==> src/rtl/mem_arbiter.sv <==
// mem_arbiter: shares one variable-latency memory between a fetch port and a data port
module mem_arbiter #(
  parameter int AW = 32,
  parameter int DW = 32,
  parameter int TIMEOUT = 16,
  parameter int MAX_DSTREAK = 4
) (
  input  logic          clk,
  input  logic          reset,
  input  logic          i_req,
  input  logic [AW-1:0] i_addr,
  output logic          i_ack,
  output logic [DW-1:0] i_rdata,
  input  logic          d_req,
  input  logic          d_we,
  input  logic [AW-1:0] d_addr,
  input  logic [DW-1:0] d_wdata,
  output logic          d_ack,
  output logic [DW-1:0] d_rdata,
  output logic          m_req,
  output logic          m_we,
  output logic [AW-1:0] m_addr,
  output logic [DW-1:0] m_wdata,
  input  logic          m_ready,
  input  logic [DW-1:0] m_rdata,
  output logic          err
);
  localparam int SW = MAX_DSTREAK > 0 ? $clog2(MAX_DSTREAK + 1) : 1;
  localparam int TW = TIMEOUT > 1 ? $clog2(TIMEOUT + 1) : 1;
  typedef enum logic [1:0] {IDLE, IBUSY, DBUSY, DONE} state_t;
  state_t state;
  logic [SW-1:0] streak;
  logic [TW-1:0] tcnt;
  logic forced, timeout;
  // a data grant with i_req pending implies streak < MAX_DSTREAK, so the increment never overflows
  assign forced = i_req && streak == SW'(MAX_DSTREAK);
  assign timeout = TIMEOUT != 0 && tcnt == TW'(TIMEOUT - 1);
  always_ff @(posedge clk or negedge reset)
    if (!reset) begin
      state <= IDLE;
      streak <= '0;
      tcnt <= '0;
      i_ack <= 1'b0;
      d_ack <= 1'b0;
      err <= 1'b0;
      i_rdata <= '0;
      d_rdata <= '0;
      m_req <= 1'b0;
      m_we <= 1'b0;
      m_addr <= '0;
      m_wdata <= '0;
    end else begin
      i_ack <= 1'b0;
      d_ack <= 1'b0;
      err <= 1'b0;
      case (state)
        IDLE:
          if (d_req && !forced) begin
            state <= DBUSY;
            m_req <= 1'b1;
            m_we <= d_we;
            m_addr <= d_addr;
            m_wdata <= d_wdata;
            tcnt <= '0;
            streak <= i_req ? streak + SW'(1) : '0;
          end else if (i_req) begin
            state <= IBUSY;
            m_req <= 1'b1;
            m_we <= 1'b0;
            m_addr <= i_addr;
            tcnt <= '0;
            streak <= '0;
          end
        IBUSY, DBUSY:
          if (m_ready || timeout) begin
            state <= DONE;
            m_req <= 1'b0;
            err <= !m_ready;
            i_ack <= state == IBUSY;
            d_ack <= state == DBUSY;
            if (m_ready && state == IBUSY) i_rdata <= m_rdata;
            if (m_ready && state == DBUSY && !m_we) d_rdata <= m_rdata;
          end else tcnt <= tcnt + TW'(1);
        default: state <= IDLE;
      endcase
    end
endmodule

==> config.mk <==
export PLATFORM = sky130hd
export DESIGN_NAME = mem_arbiter
export DESIGN_NICKNAME = d
export VERILOG_FILES = /design/src/rtl/mem_arbiter.sv
export SDC_FILE = /design/constraint.sdc
export NUM_CORES = 1
export LEC_CHECK = 0
export CAP_MARGIN = 20
export CORE_UTILIZATION = 42
export CTS_CLUSTER_SIZE = 30
export DETAILED_ROUTE_END_ITERATION = 8
export HOLD_SLACK_MARGIN = 0.02
export PLACE_DENSITY_LB_ADDON = 0.3
export SLEW_MARGIN = 20
export SYNTH_ARGS = -nofsm -noshare
export SYNTH_HDL_FRONTEND = slang
export SYNTH_SLANG_ARGS = --single-unit
export TNS_END_PERCENT = 30
==> constraint.sdc <==
create_clock -name clk -period 2.6 [get_ports clk]
set_clock_uncertainty 0.2 [all_clocks]
set_input_delay 0.52 -clock clk [delete_from_list [all_inputs] [get_ports clk]]
set_output_delay 0.52 -clock clk [all_outputs]
set_load 0.02 [all_outputs]
# Word level (Yosys, flattened, before mapping)
# Index checks and enable logic that the tools add are counted.
# word_totals
ram_bits,0
in_bits,134
regBits,143
memories,0
out_inout_bits,133
rom_bits,0
latchBits,0
wordCells,66
# op_classes
multipliers,0
n_mux,25
bitwise,0
shifts,0
reduce_logical,20
n_addsub,2
n_lt_le_gt_ge,0
div,0
n_eq_ne,7
# op_table
operator,count
$mux W32,2
$mux W5,3
$reduce_and A3 Y1,4
$mux W1,11
$pmux W5 S2,1
$mux W3,3
$mux W2,3
$reduce_and A2 Y1,3
$add A5 B1 Y5 const B,1
$eq A5 B4 Y1 const B,1
$logic_and A1 B1 Y1,5
$ne A2 B2 Y1 const B,2
$pmux W2 S2,1
$reduce_bool A2 Y1,2
$add A3 B1 Y3 const B,1
$eq A3 B3 Y1 const B,1
$logic_not A1 Y1,3
$ne A3 B3 Y1 const B,1
$eq A2 B1 Y1 const B,1
$eq A2 B2 Y1 const B,1
$logic_not A2 Y1,1
$pmux W1 S2,1
$reduce_or A2 Y1,1
$logic_or A1 B1 Y1,1

# Logic depth before layout (Yosys ltp)
# logic_depth
ltp_word,6
mapped_depth,8
ltp_nobuf,6

# Worst setup path after synthesis
# Ideal clock, no wire load.
# synth_path
kind,flip-flop to flip-flop
from,reg tcnt[0]
to,reg tcnt[3]
setup_slack_ns,0.675
required_time_ns,2.284
setup_ns,0.116
stages_incl_launch_ff,7
path_buffers,0
synth_period_minus_slack_ns,1.925
arrival_ns,1.609
path_cell_list,dfrtp_1 > ha_1 > and3_1 > ha_1 > and4bb_2 > nand2_1 > o311ai_0
# synth_via
elab_chain_len,4
elab_cells_between_ends,7
classes_between,add/sub (1); eq/ne (2); mux (2); reduce/logical (2)
# synth_rtl
item,line,rtl
"start, declared",33,logic [TW-1:0] tcnt;
"start signal, assigned",83,end else tcnt <= tcnt + TW'(1);
branches (longest 4 deep; another with $add A5 B1 Y5),-,
# Several ways; the timed one is not identified. The select of a mux whose other input is x is not followed.
# A chain may end at the register's enable or synchronous reset.

# Worst setup path in the final report
# layout_path
from,reg d_rdata[1]
to,out d_rdata[1]
# layout_rtl
item,line,rtl
"start, declared",19,"output logic [DW-1:0] d_rdata,"
"start signal, assigned",82,if (m_ready && state == DBUSY && !m_we) d_rdata <= m_rdata;
# No word-level cell between the ends.

==> metrics.md <==
| Metric | Value |
|---|---|
| Run status | completed |
| Top Family by Delay on Critical Path | buffers and inverters |
| Share of cells above drive strength 1 | 20.1% |
| Drt total wl | 17300 µm |
| Sequential Power Share | 31.5% |
| IO Port Bufs | 266 |
| RSZ-0062 raised after global routing | no |
| Final setup TNS | 0 ns |
| Pwr/cell area | 1300 nW/µm² |
| Fin crit share | 82.9% |
| # rows | 43 |
| Syn Std Cell Area | 6150 µm² |
| Synth Warn # | 0 |
| Worst IR Drop VDD | 0.532 mV |
| DRT Pass-1 Iters | 4 |
| CP bufs+invs | 1 |
| Post-synth ARST share | 100% |
| Clock latency at the later pin of the worst-skew pair | 0.41 ns |
| Area grow syn2layout | 57.3% |
| Die Width | 123 µm |
| Initial DRC count | 304 |
| Slew headroom | 53.6% |
| Max-slew violation count | 0 |
| Sw frac | 35.9% |
| Register area share after synthesis | 58.2% |
| Hold/Removal Path Class | reg2reg |
| Max incr delay on CP | 0.66 ns |
| CP Capture Type | output port |
| Leakage Power | 4.05 nW |
| Drt wl/cell | 18.5 µm |
| Num Clock Sinks | 143 |
| Top_reg_cell synth | dfrtp_1 |
| Post-Syn Area per Cell | 12.9 µm² |
| Placement Setup Slack | 0.212 ns |
| Die footprint | 15100 µm² |
| Vias post-DR | 4957 |
| WS Path Type | reg2out |
| Fmax | 464 MHz |
| Worst EP arrival | 1.44 ns |
| Die height | 123 µm |
| Initial Util | 43.6% |
| Clock share of power | 19.3% |
| Hold Vio Cnt, Final | 0 |
| N_diodes | 0 |
| Clock Pin Slew Worst Setup and Hold Paths | 0.06 ns |
| Setup ws final | 0.444 ns |
| H-tree levels | 4 |
| Worst EP required | 1.88 ns |
| Largest net degree at the start of global routing | 72 |
| DP Wirelength | 12700 µm |
| Post_cts resized | 0 |
| Crit path cell chain | clkdlybuf4s50_1 |
| Initial antenna violation count | 0 |
| Post-Syn Instances | 478 |
| Post-Syn Nets | 620 |
| Number of global-route vias before repair | 5088 |
| Max FO, Critical Path | 2 |
| Hold slack final | 0.302 ns |
| Final instance area | 9670 µm² |
| Grt ovf | 0 |
| Synth unique cells | 36 |
| Placed cell area | 9060 µm² |
| Synth Register Bits | 143 |
| Root buffer cell | clkbuf_16 |
| Endpoints failing setup | 0 |
| EDFF count, synth | 0 |
| Num CTS Buffers | 17 |
| Switching power | 4.52 mW |
| Placeable core area | 14100 µm² |
| Placer Congestion | 0.794 |
| Crit-path slowest cell | clkdlybuf4s50_1 |
| IO Pins | 267 |
| Combinational share of power | 49.2% |
| Number of remaining DRC errors | 0 |
| CP Launch Type | register |
| Maxcap violations | 0 |
| Final ANT Viol Nets | 0 |
| Number of nets in the final layout | 887 |
| Worst Tran Pin Value | 0.696 ns |
| Total GRT Usage | 23.7% |
| Filler instances | 1032 |
| First-pass GRT wire length | 26700 µm |
| Vias/cell | 5.28 |
| Clock Tree Buf Depth | 2 |
| CTS tree | yes |
| Fin crit period | 2.16 ns |
| Internal cell power | 8.08 mW |
-- cells by family after synthesis --
group | Yosys count | share of synthesized area, %
flops | 143 | 58.2
mux | 96 | 19.4
simple gates | 96 | 7.98
buf+inv | 41 | 3.54
compound gates | 94 | 9.26
fa+ha+maj | 8 | 1.63
-- flip-flops by register name, indices dropped and copies added, names as in the netlist --
name and cells:
d_ack 1, d_rdata 32, err 1, i_ack 1, i_rdata 32, m_addr 32, m_req 1, m_wdata 32
m_we 1, state 2, streak 3, tcnt 5
-- layer usage --
metal  wire length (µm)  track usage (%)  up-vias
li1                   -                -     2269
met1               6570             27.3     2387
met2               8410             39.3      262
met3               1790             8.90       39
met4                548             10.2        0
met5                  0                0        -
-- cells in the final DEF, fill, tap and decap left out, drive strengths merged, types with 3 or more instances in the layout --
master and instances:
nand2 7, clkinvlp 4, dfrtp 143, clkinv 4, o21ai 43, buf 16, nor2 35, or3 3
a31oi 32, mux2 96, a32o 3, nor3b 3, nand3 35, o21a 3, ha 8, inv 9
clkdlybuf4s50 265, a22o 3, and3 4, clkbuf 20
-- power groups by stage --
stage,Clock [mW],Combinational [mW],Sequential [mW]
final,2.43,6.21,3.97
after global routing,2.58,6.58,4.10
after CTS,2.47,6.26,3.97
after detailed placement,0,6.24,3.99
after global placement,0,6.08,3.93
after floorplan,0,2.05,5.17
-- cell usage after synthesis, drive strengths merged, types with 2 or more instances --
master	n	area, µm²
and2	2	17.5
mux2	96	1190
o21a	3	22.5
nor2	35	131
nand3	35	188
o311ai	2	17.5
or3	3	18.8
nand2	7	26.3
nand2b	2	12.5
ha	8	100
clkbuf	13	48.8
o22ai	2	12.5
inv	7	26.3
buf	21	143
dfrtp	143	3580
a31oi	32	200
and3	4	26.3
a32o	3	30.0
nor3b	3	27.5
a21o	2	15.0
a22o	3	26.3
o21ai	43	215
-- timing repair --
action / in CTS / in global routing
setup buffers: 0 / 0
hold buffers: 1 / 0
hold endpoints to repair: 69 / 0
-- metrics by stage --
| stage | cells | power (mW) | utilization, % |
|---|---|---|---|
| 2_1_floorplan | 478 | 7.23 | - |
| 3_3_place_gp | 905 | 10.0 | 64.3 |
| 3_5_place_dp | 905 | 10.2 | 64.3 |
| 4_1_cts | 938 | 12.7 | 68.6 |
| 5_1_grt | 938 | 13.3 | 68.6 |
| 6_report | 938 | 12.6 | 68.6 |
-- area by class of cell --
| class | instances | area (µm²) | area share [%] |
|---|---|---|---|
| Sequential cell | 143 | 3580 | 37.0 |
| Tap cell | 180 | 225 | 2.33 |
| Timing Repair Buffer | 282 | 2890 | 29.9 |
| Inverter | 7 | 26.3 | 0.272 |
| Multi-Input combinational cell | 294 | 2350 | 24.3 |
| Clock inverter | 12 | 131 | 1.36 |
| Clock buffer | 20 | 467 | 4.83 |
-- path summary, 6_finish.rpt --
kind / end / from / depth (start not counted) / slack [ns]
max in group asynchronous: d_rdata[28] / reset / 3 / 1.01
min in group asynchronous: i_rdata[25] / reset / 2 / 0.49
min reg2reg: d_rdata[13] / d_rdata[13] / 1 / 0.30
min: d_rdata[13] / d_rdata[13] / 1 / 0.30
max reg2reg: d_rdata[8] / state[0] / 5 / 0.45
max: d_rdata[1] / d_rdata[1] / 1 / 0.44
Note: power is estimated with default switching activity, not from simulation.
